File: config.mk
export PLATFORM = sky130hd
export DESIGN_NAME = multicycle_ctrl_flat
export DESIGN_NICKNAME = d
export VERILOG_FILES = /design/src/rtl/multicycle_ctrl_if.sv /design/src/rtl/multicycle_ctrl.sv /design/src/flat_wrapper.sv
export SDC_FILE = /design/constraint.sdc
export NUM_CORES = 1
export LEC_CHECK = 0
export BUFFER_PORTS_ARGS = -buffer_cell sky130_fd_sc_hd__buf_2
export CORE_UTILIZATION = 36
export DETAILED_ROUTE_END_ITERATION = 16
export GPL_ROUTABILITY_DRIVEN = 0
export PLACE_DENSITY = 0.81
export SYNTH_ARGS = -nofsm -noshare
export SYNTH_HDL_FRONTEND = slang
export SYNTH_SLANG_ARGS = --single-unit
export TNS_END_PERCENT = 20
File: constraint.sdc
create_clock -name clk_i -period 1.86 [get_ports clk_i]
set_input_delay 0.372 -clock clk_i [delete_from_list [all_inputs] [get_ports clk_i]]
set_output_delay 0.372 -clock clk_i [all_outputs]
set_load 0.05 [all_outputs]
File: src/rtl/multicycle_ctrl_if.sv
// Control bus between the multicycle controller and its datapath/memory.
// The controller attaches through the master modport and the datapath side
// through the slave modport. Signal names keep the original port names.
//   instr_i               : instruction register contents
//   br_less_i, br_equal_i : branch comparator results
//   mem_ready_i           : memory completes the current request
//   mem_req_o, mem_wren_o, adr_sel_o : memory request, store, address source
//   ir_wren_o, pc_wren_o, pc_sel_o   : IR load, PC load, PC source
//   br_un_o, opa_sel_o, opb_sel_o, alu_op_o : comparator/ALU controls
//   rd_wren_o, wb_sel_o   : register write-back
//   insn_vld_o, illegal_o, err_o     : retire, illegal, memory-timeout pulses
//   state_o               : current controller state (debug)
`timescale 1ns/1ps
interface multicycle_ctrl_if;
  logic [31:0] instr_i;
  logic        br_less_i;
  logic        br_equal_i;
  logic        mem_ready_i;
  logic        mem_req_o;
  logic        mem_wren_o;
  logic        adr_sel_o;
  logic        ir_wren_o;
  logic        pc_wren_o;
  logic        pc_sel_o;
  logic        br_un_o;
  logic        opa_sel_o;
  logic        opb_sel_o;
  logic [3:0]  alu_op_o;
  logic        rd_wren_o;
  logic [1:0]  wb_sel_o;
  logic        insn_vld_o;
  logic        illegal_o;
  logic        err_o;
  logic [2:0]  state_o;

  modport master (
    input  instr_i, br_less_i, br_equal_i, mem_ready_i,
    output mem_req_o, mem_wren_o, adr_sel_o, ir_wren_o, pc_wren_o, pc_sel_o,
           br_un_o, opa_sel_o, opb_sel_o, alu_op_o, rd_wren_o, wb_sel_o,
           insn_vld_o, illegal_o, err_o, state_o
  );

  modport slave (
    output instr_i, br_less_i, br_equal_i, mem_ready_i,
    input  mem_req_o, mem_wren_o, adr_sel_o, ir_wren_o, pc_wren_o, pc_sel_o,
           br_un_o, opa_sel_o, opb_sel_o, alu_op_o, rd_wren_o, wb_sel_o,
           insn_vld_o, illegal_o, err_o, state_o
  );
endinterface

File: src/rtl/multicycle_ctrl.sv
// Multicycle RV32I control FSM: FETCH -> DECODE -> EXEC -> [MEM] -> [WB].
// Ports:
//   clk_i : clock, all state changes on the rising edge
//   rst_i : synchronous active-high reset
//   bus   : multicycle_ctrl_if.master, all control/status signals
// Optional feature: define MEM_TIMEOUT_EN to abandon memory requests that
// stall for 15 consecutive cycles (err_o pulse, return to FETCH). Without it
// memory is waited on indefinitely and err_o is held at 0.
`timescale 1ns/1ps
module multicycle_ctrl (
  input  logic              clk_i,
  input  logic              rst_i,
  multicycle_ctrl_if.master bus
);

  typedef enum logic [2:0] {
    FETCH  = 3'd0,
    DECODE = 3'd1,
    EXEC   = 3'd2,
    MEM    = 3'd3,
    WB     = 3'd4
  } state_e;

  typedef enum logic [3:0] {
    ALU_ADD   = 4'd0,
    ALU_SUB   = 4'd1,
    ALU_SLL   = 4'd2,
    ALU_SLT   = 4'd3,
    ALU_SLTU  = 4'd4,
    ALU_XOR   = 4'd5,
    ALU_SRL   = 4'd6,
    ALU_SRA   = 4'd7,
    ALU_OR    = 4'd8,
    ALU_AND   = 4'd9,
    ALU_PASSB = 4'd10
  } alu_e;

  typedef enum logic [4:0] {
    OPC_R     = 5'b01100,
    OPC_I     = 5'b00100,
    OPC_LOAD  = 5'b00000,
    OPC_STORE = 5'b01000,
    OPC_BR    = 5'b11000,
    OPC_LUI   = 5'b01101,
    OPC_AUIPC = 5'b00101,
    OPC_JAL   = 5'b11011,
    OPC_JALR  = 5'b11001
  } opc_e;

  state_e     state_q;
  state_e     state_next;
  logic [4:0] opc;
  logic [2:0] funct3;
  logic       bit30;
  logic       is_r, is_i, is_ld, is_st, is_br, is_lui, is_auipc, is_jal, is_jalr;
  logic       opc_legal;
  logic       exec_illegal;
  logic       br_taken;
  alu_e       alu_op;
  logic       opa_sel;
  logic       opb_sel;
  logic       br_un;
  logic       timeout;
  logic       unused_instr_bits;

  assign opc    = bus.instr_i[6:2];
  assign funct3 = bus.instr_i[14:12];
  assign bit30  = bus.instr_i[30];
  assign unused_instr_bits = ^{bus.instr_i[31], bus.instr_i[29:15],
                               bus.instr_i[11:7], bus.instr_i[1:0]};

  always_comb begin
    is_r      = (opc == OPC_R);
    is_i      = (opc == OPC_I);
    is_ld     = (opc == OPC_LOAD);
    is_st     = (opc == OPC_STORE);
    is_br     = (opc == OPC_BR);
    is_lui    = (opc == OPC_LUI);
    is_auipc  = (opc == OPC_AUIPC);
    is_jal    = (opc == OPC_JAL);
    is_jalr   = (opc == OPC_JALR);
    opc_legal = is_r | is_i | is_ld | is_st | is_br | is_lui | is_auipc | is_jal | is_jalr;
  end

  // R and I-ALU use all eight funct3 codes; only branches have holes.
  assign exec_illegal = is_br && (funct3 == 3'b010 || funct3 == 3'b011);

  always_comb begin
    case (funct3)
      3'b000:  br_taken = bus.br_equal_i;
      3'b001:  br_taken = ~bus.br_equal_i;
      3'b100:  br_taken = bus.br_less_i;
      3'b101:  br_taken = ~bus.br_less_i;
      3'b110:  br_taken = bus.br_less_i;
      3'b111:  br_taken = ~bus.br_less_i;
      default: br_taken = 1'b0;
    endcase
  end

  // ALU/operand controls depend only on the instruction, so they hold
  // steady from EXEC through MEM/WB while instr_i is stable.
  always_comb begin
    alu_op  = ALU_ADD;
    opa_sel = 1'b0;
    opb_sel = 1'b0;
    br_un   = 1'b0;
    if (is_r || is_i) begin
      opb_sel = is_i;
      case (funct3)
        3'b000:  alu_op = (is_r && bit30) ? ALU_SUB : ALU_ADD;
        3'b001:  alu_op = ALU_SLL;
        3'b010:  alu_op = ALU_SLT;
        3'b011:  alu_op = ALU_SLTU;
        3'b100:  alu_op = ALU_XOR;
        3'b101:  alu_op = bit30 ? ALU_SRA : ALU_SRL;
        3'b110:  alu_op = ALU_OR;
        default: alu_op = ALU_AND;
      endcase
    end else if (is_lui) begin
      alu_op  = ALU_PASSB;
      opb_sel = 1'b1;
    end else if (is_ld || is_st || is_jalr) begin
      opb_sel = 1'b1;
    end else if (is_auipc || is_jal || is_br) begin
      opa_sel = 1'b1;
      opb_sel = 1'b1;
      br_un   = is_br && (funct3[2:1] == 2'b11);
    end
  end

`ifdef MEM_TIMEOUT_EN
  logic [3:0] to_cnt;

  // Counts consecutive stalled cycles; only non-zero while parked in
  // FETCH or MEM because any state change clears it.
  always_ff @(posedge clk_i) begin
    if (rst_i || timeout || state_next != state_q) begin
      to_cnt <= '0;
    end else if ((state_q == FETCH || state_q == MEM) && !bus.mem_ready_i) begin
      to_cnt <= to_cnt + 4'd1;
    end else begin
      to_cnt <= '0;
    end
  end

  assign timeout = (to_cnt == 4'hF);
`else
  assign timeout = 1'b0;
`endif

  always_ff @(posedge clk_i) begin
    if (rst_i) begin
      state_q <= FETCH;
    end else begin
      state_q <= state_next;
    end
  end

  always_comb begin
    state_next = state_q;
    case (state_q)
      FETCH:  if (!timeout && bus.mem_ready_i) state_next = DECODE;
      DECODE: state_next = opc_legal ? EXEC : FETCH;
      EXEC: begin
        if (is_br)              state_next = FETCH;
        else if (is_ld || is_st) state_next = MEM;
        else                     state_next = WB;
      end
      MEM: begin
        if (timeout)                  state_next = FETCH;
        else if (bus.mem_ready_i)     state_next = is_ld ? WB : FETCH;
      end
      WB:      state_next = FETCH;
      default: state_next = FETCH;
    endcase
  end

  // Everything is forced low while rst_i is high, independent of state.
  // A timeout abandons the request: the stalled cycle drops mem_req_o.
  always_comb begin
    bus.mem_req_o  = 1'b0;
    bus.mem_wren_o = 1'b0;
    bus.adr_sel_o  = 1'b0;
    bus.ir_wren_o  = 1'b0;
    bus.pc_wren_o  = 1'b0;
    bus.pc_sel_o   = 1'b0;
    bus.br_un_o    = 1'b0;
    bus.opa_sel_o  = 1'b0;
    bus.opb_sel_o  = 1'b0;
    bus.alu_op_o   = '0;
    bus.rd_wren_o  = 1'b0;
    bus.wb_sel_o   = '0;
    bus.insn_vld_o = 1'b0;
    bus.illegal_o  = 1'b0;
    bus.err_o      = 1'b0;
    bus.state_o    = '0;
    if (!rst_i) begin
      bus.state_o = state_q;
      if ((state_q inside {EXEC, MEM, WB}) && !exec_illegal) begin
        bus.alu_op_o  = alu_op;
        bus.opa_sel_o = opa_sel;
        bus.opb_sel_o = opb_sel;
        bus.br_un_o   = br_un;
      end
      case (state_q)
        FETCH: begin
          if (timeout) begin
            bus.err_o = 1'b1;
          end else begin
            bus.mem_req_o = 1'b1;
            bus.ir_wren_o = bus.mem_ready_i;
          end
        end
        DECODE: begin
          if (!opc_legal) begin
            bus.illegal_o = 1'b1;
            bus.pc_wren_o = 1'b1;
          end
        end
        EXEC: begin
          if (exec_illegal) begin
            bus.illegal_o = 1'b1;
            bus.pc_wren_o = 1'b1;
          end else if (is_br) begin
            bus.pc_wren_o  = 1'b1;
            bus.pc_sel_o   = br_taken;
            bus.insn_vld_o = 1'b1;
          end
        end
        MEM: begin
          if (timeout) begin
            bus.err_o = 1'b1;
          end else begin
            bus.mem_req_o  = 1'b1;
            bus.adr_sel_o  = 1'b1;
            bus.mem_wren_o = is_st;
            if (bus.mem_ready_i && is_st) begin
              bus.pc_wren_o  = 1'b1;
              bus.insn_vld_o = 1'b1;
            end
          end
        end
        WB: begin
          bus.rd_wren_o  = 1'b1;
          bus.pc_wren_o  = 1'b1;
          bus.wb_sel_o   = (is_jal || is_jalr) ? 2'd2 : (is_ld ? 2'd1 : 2'd0);
          bus.pc_sel_o   = is_jal || is_jalr;
          bus.insn_vld_o = 1'b1;
        end
        default: ;
      endcase
    end
  end

endmodule

File: src/flat_wrapper.sv
// flat-port wrapper written by rule: the top's interface ports become plain ports
module multicycle_ctrl_flat 
  (clk_i, rst_i, bus_instr_i, bus_br_less_i, bus_br_equal_i, bus_mem_ready_i, bus_mem_req_o, bus_mem_wren_o, bus_adr_sel_o, bus_ir_wren_o, bus_pc_wren_o, bus_pc_sel_o, bus_br_un_o, bus_opa_sel_o, bus_opb_sel_o, bus_alu_op_o, bus_rd_wren_o, bus_wb_sel_o, bus_insn_vld_o, bus_illegal_o, bus_err_o, bus_state_o);
  multicycle_ctrl_if bus_i ();
  input  logic clk_i;
  input  logic rst_i;
  input wire logic [$bits(bus_i.instr_i)-1:0] bus_instr_i;
  input wire logic [$bits(bus_i.br_less_i)-1:0] bus_br_less_i;
  input wire logic [$bits(bus_i.br_equal_i)-1:0] bus_br_equal_i;
  input wire logic [$bits(bus_i.mem_ready_i)-1:0] bus_mem_ready_i;
  output wire logic [$bits(bus_i.mem_req_o)-1:0] bus_mem_req_o;
  output wire logic [$bits(bus_i.mem_wren_o)-1:0] bus_mem_wren_o;
  output wire logic [$bits(bus_i.adr_sel_o)-1:0] bus_adr_sel_o;
  output wire logic [$bits(bus_i.ir_wren_o)-1:0] bus_ir_wren_o;
  output wire logic [$bits(bus_i.pc_wren_o)-1:0] bus_pc_wren_o;
  output wire logic [$bits(bus_i.pc_sel_o)-1:0] bus_pc_sel_o;
  output wire logic [$bits(bus_i.br_un_o)-1:0] bus_br_un_o;
  output wire logic [$bits(bus_i.opa_sel_o)-1:0] bus_opa_sel_o;
  output wire logic [$bits(bus_i.opb_sel_o)-1:0] bus_opb_sel_o;
  output wire logic [$bits(bus_i.alu_op_o)-1:0] bus_alu_op_o;
  output wire logic [$bits(bus_i.rd_wren_o)-1:0] bus_rd_wren_o;
  output wire logic [$bits(bus_i.wb_sel_o)-1:0] bus_wb_sel_o;
  output wire logic [$bits(bus_i.insn_vld_o)-1:0] bus_insn_vld_o;
  output wire logic [$bits(bus_i.illegal_o)-1:0] bus_illegal_o;
  output wire logic [$bits(bus_i.err_o)-1:0] bus_err_o;
  output wire logic [$bits(bus_i.state_o)-1:0] bus_state_o;
  assign bus_i.instr_i = bus_instr_i;
  assign bus_i.br_less_i = bus_br_less_i;
  assign bus_i.br_equal_i = bus_br_equal_i;
  assign bus_i.mem_ready_i = bus_mem_ready_i;
  assign bus_mem_req_o = bus_i.mem_req_o;
  assign bus_mem_wren_o = bus_i.mem_wren_o;
  assign bus_adr_sel_o = bus_i.adr_sel_o;
  assign bus_ir_wren_o = bus_i.ir_wren_o;
  assign bus_pc_wren_o = bus_i.pc_wren_o;
  assign bus_pc_sel_o = bus_i.pc_sel_o;
  assign bus_br_un_o = bus_i.br_un_o;
  assign bus_opa_sel_o = bus_i.opa_sel_o;
  assign bus_opb_sel_o = bus_i.opb_sel_o;
  assign bus_alu_op_o = bus_i.alu_op_o;
  assign bus_rd_wren_o = bus_i.rd_wren_o;
  assign bus_wb_sel_o = bus_i.wb_sel_o;
  assign bus_insn_vld_o = bus_i.insn_vld_o;
  assign bus_illegal_o = bus_i.illegal_o;
  assign bus_err_o = bus_i.err_o;
  assign bus_state_o = bus_i.state_o;
  multicycle_ctrl u_core (.clk_i(clk_i), .rst_i(rst_i), .bus(bus_i));
endmodule
; Yosys cells after proc, flatten, opt, wreduce, memory -nomap -nowiden
; Cells that the tools add are included.
[totals]
word_cells = 117
inputBits = 37
regBits = 3
[classes]
mux = 63
bitwise = 10
eq_ne = 22
reduce_logical = 21
[ops]
columns = operator, count
row1 = $mux W1, 42
row2 = $pmux W4 S7, 1
row3 = $mux W3, 6
row4 = $mux W4, 4
row5 = $eq A3 B3 Y1 const B, 5
row6 = $eq A5 B4 Y1 const B, 3
row7 = $eq A5 B5 Y1 const B, 3
row8 = $eq A3 B2 Y1 const B, 4
row9 = $pmux W3 S4, 1
row10 = $eq A5 B3 Y1 const B, 2
row11 = $mux W2, 4
row12 = $or A1 B1 Y1, 8
row13 = $pmux W1 S4, 2
row14 = $logic_or A1 B1 Y1, 7
row15 = $eq A3 B1 Y1 const B, 2
row16 = $logic_not A3 Y1, 2
row17 = $reduce_or A2 Y1, 3
row18 = $logic_and A1 B1 Y1, 5
row19 = $logic_not A5 Y1, 1
row20 = $ne A2 B2 Y1 const B, 2
row21 = $pmux W1 S2, 2
row22 = $pmux W1 S3, 1
row23 = $reduce_bool A3 Y1, 1
row24 = $eq A2 B2 Y1 const B, 1
row25 = 3 further kinds, 4

; Logic depth before layout (Yosys ltp)
[logic_depth]
depth_word = 12
depth_mapped = 6
mapped_depth_nobuf = 4

; Least setup slack after synthesis
; Ideal clock, no wire load.
[synth_timing]
path_type = reg-to-output
from = register u_core.state_q[2]
to = output bus_wb_sel_o[0]
path_stages_with_launch = 4
arrival_ps = 2469
t_required_ps = 1488
path_slack_ps = -981
path_cell_list = dfxtp_1 -> nor2b_1 -> nand2_1 -> nor3_1
[synth_between]
elab_chain_len = 3
[synth_lines]
columns = item, line_no
row1 = start: declaration, multicycle_ctrl.sv:50  ; state_e state_q;
row2 = start signal: assignment, multicycle_ctrl.sv:155  ; state_q <= state_next;
row3 = $eq A3 B3 Y1, multicycle_ctrl.sv:205  ; case (state_q)
row4 = $mux W2, multicycle_ctrl.sv:205
row5 = $mux W2, multicycle_ctrl.sv:197  ; if (!rst_i) begin
row6 = end: declaration, flat_wrapper.sv:22  ; output wire logic [$bits(bus_i.wb_sel_o)-1:0] bus_wb_sel_o;
; Every way passes these cells.

; Worst setup path in the final report
[layout_timing]
from = input bus_instr_i[3]
to = output bus_pc_wren_o
[layout_between]
elab_chain_len = 12
word_cells_on_any_way = 25
[layout_lines]
columns = item, line_no
row1 = start: declaration, flat_wrapper.sv:7  ; input wire logic [$bits(bus_i.instr_i)-1:0] bus_instr_i;
row2 = $eq A5 B4 Y1 or $eq A5 B3 Y1 (tied branches), "multicycle_ctrl.sv:73, multicycle_ctrl.sv:74"
row3 = $or A1 B1 Y1 (8 in series), multicycle_ctrl.sv:82  ; opc_legal = is_r | is_i | is_ld | is_st | is_br | is_lui | is_auipc | is_jal | is_jalr;
row4 = $mux W1, multicycle_ctrl.sv:215  ; if (!opc_legal) begin
row5 = $pmux W1 S4 *, multicycle_ctrl.sv:205
row6 = $mux W1 *, multicycle_ctrl.sv:197
row7 = end: declaration, flat_wrapper.sv:15  ; output wire logic [$bits(bus_i.pc_wren_o)-1:0] bus_pc_wren_o;
; Mark *: on every way between the ends. The rest lies on a longest branch, timed or not.

==> qor.csv <==
metric;value;unit
DP HPWL;2.120;mm
initial antenna violation count;0;
dpl ws;-0.4762;ns
register bit total from synthesis;3;
Reg power frac;0.174;
reg2reg setup slack;0.65;ns
GRT Overall Usage;0.3570;
cell with the most instances after synthesis;nor2_1;
full die area;0.001916;sq mm
Clk Latency, worst-skew pair;0.23;ns
GR Overflow Total;0;
Inst Count DP;178;
Synth warnings;0;
Post-synth EDFFs;0;
CP endpoint kind;primary output;
worst-path cell chain;buf_6 -> nor4b_4 -> buf_4 -> nand4_1 -> and3_4 -> a221oi_4 -> buf_6;
Final Net Count;206;
largest net degree at the start of global routing;13;
worst hold path class;input pin to register;
CTS HTree Levels;1;
Post-Syn Nets;133;
Most Frequent Cell on Critical Path;buf_6;
port bufs;34;
worst-path cell with the longest stage delay;nor4b_4;
ys async rst share;0;
Required @ worst endpoint;1.49;ns
Pint;245.6;uW
WP buf/inv;3;
commonest cells in the synthesized netlist;nor2_1 (11), nor3_1 (8), nand2_1 (7);
DIE WIDTH;43.77;microns
switching part of the total;0.4067;
power per cell area;296.5;mW/mm^2
clock power share;0.278;
Die Y;43.77;microns
area grow syn2layout;122.3;%
Std-Cell Rows;14;
RSZ-0062 raised after global routing;true;
DRC violations left;2;
Max stage delay on crit path;0.35;ns
max reg flops;3;
Setup CP Type;input pin to primary output;
sequential share of the synthesized area;0.09562;
sw power;168.4;uW
Slew Limit Fails;0;
startpoint class of the critical path;input pin;
Max clock buf depth;2;
Cell Area, Synth;628.1;sq um
Most flops, register;u_core.state_q;
Clock Root Buffer;clkbuf_4;
final WL;3.142;mm
clk sinks;3;
worst path arrival time;1.83;ns
Crit Path Max Fanout;3;
Tmin final;2.200;ns
status;complete, but fails checks;
crit share post-route;1.183;
Detailed Routing Iterations Pass 1;10;
Ant. Diodes;0;
DR WL/cell;17.08;microns
Synth area leader;dfxtp_1;
failing checks;DRC, setup timing;
vias in the first global route;1052;
share of post-route cells with drive strength above 1;0.6548;
first-pass GRT wire length;4.988;mm
top-area cell type share of the netlist area;0.09562;
hold_buf cts;0;
maximum vdd drop;0.0004114;V
fin worst setup slack;-0.3402;ns
ANT nets after route;0;
post-route insts no fill;184;
synth top area cells;dfxtp_1 (9.6%), nor2_1 (6.6%), nor3_1 (6.4%);
delay-heaviest family, CP;simple AND/OR/NAND/NOR gates;
top_reg_cell synth;dfxtp_1;
Initial Util;0.4029;
vias per cell;5.853;
initial detailed-routing violation count;47;
TritonCTS clock tree;built;
CTS clk-pin slew, worst paths;0.04;ns
Max Clock Skew;0.001324;ns
average size of a mapped cell;6.543;sq um
I/O pins;59;
top flop regs;u_core.state_q x3;
routed via count;1077;
max cap viols;0;
Comb power frac;0.548;
Final Hold Viols;0;
fmax;454.5;MHz
Pleak;0.0006397;uW
Mapped Cells;96;
Setup violations, final;13;
core area;0.001559;sq mm
Synth cell types;42;
TritonCTS Buffers;3;
[worst min-delay path: cells and delay by family]
| family | cells | cell delay [ns] |
|---|---|---|
| AO/OA/AOI/OAI | 2 | 0.21 |
| buffers and inverters | 1 | 0.13 |
[power groups by stage]
stage / clock network, uW / logic (uW) / registers [uW]
floorplan: 0 / 109 / 69.6
global placement: 0 / 193 / 71.0
detailed placement: 0 / 201 / 71.2
CTS: 116 / 214 / 71.4
global route: 127 / 238 / 72.0
finish: 115 / 227 / 72.1
[worst paths after layout]
| path | from | end | depth (start not counted) |
|---|---|---|---|
| max | bus_instr_i[3] | bus_pc_wren_o | 7 |
| min | bus_mem_ready_i | u_core.state_q[0] | 3 |
| max reg2reg | u_core.state_q[0] | u_core.state_q[1] | 6 |
| min reg2reg | u_core.state_q[1] | u_core.state_q[1] | 3 |
[cells by family after synthesis]
logic type | count (synthesis) | synth area share
and+or+nand+nor | 54 | 0.4960
other | 1 | 0.005970
muxes | 2 | 0.03386
AOI/OAI and AO/OA | 24 | 0.2729
xor gates and xnor gates | 2 | 0.02789
buffers and inverters | 10 | 0.06773
DFF | 3 | 0.09562
[layer usage]
layer / part of all wire / vias to the layer above / track usage
met2: 0.53 / 64 / 0.6746
met5: 0 / - / 0
met4: 0.035 / 0 / 0.1313
met1: 0.37 / 506 / 0.3869
met3: 0.069 / 14 / 0.06667
li1: - / 493 / -
[metrics by stage]
stage               utilization  setup TNS (ns)  power (uW)  instance area, sq um  hold slack (ns)
floorplan                     -          -3.229       178.9                 762.0           0.5142
global placement         0.7673          -2.861       264.5                  1196           0.6519
detailed placement       0.7673          -3.599       272.7                  1196           0.6835
CTS                      0.8700          -2.497       402.1                  1356           0.5158
global route             0.8957          -3.596       436.8                  1396           0.5438
finish                   0.8957          -2.915       414.0                  1396           0.5324
[final cells by class]
| type | instances | area, sq um |
|---|---|---|
| Multi-Input combinational cell | 83 | 695.7 |
| Timing Repair Buffer | 73 | 573.1 |
| Fill cell | 78 | 162.7 |
| Sequential cell | 3 | 62.56 |
| Clock buffer | 4 | 26.28 |
| Tap cell | 16 | 20.02 |
| Inverter | 5 | 18.77 |
[cells in the final DEF, fill, tap and decap left out, types with 4 or more instances in the layout]
cell type,n
buf_2,14
nand2b_1,4
nor3_1,4
nand2_1,7
buf_4,40
inv_1,5
nor2b_1,4
nor2_1,8
buf_6,16
clkbuf_4,6
[repair_timing]
action                                  4_1_cts  5_1_grt
pin swaps                                     7        5
setup buffers                                 1        1
gates cloned                                  0        0
endpoints found under the setup margin       13       16
resized for setup                            38       12
(Power assumes the default switching activity.)
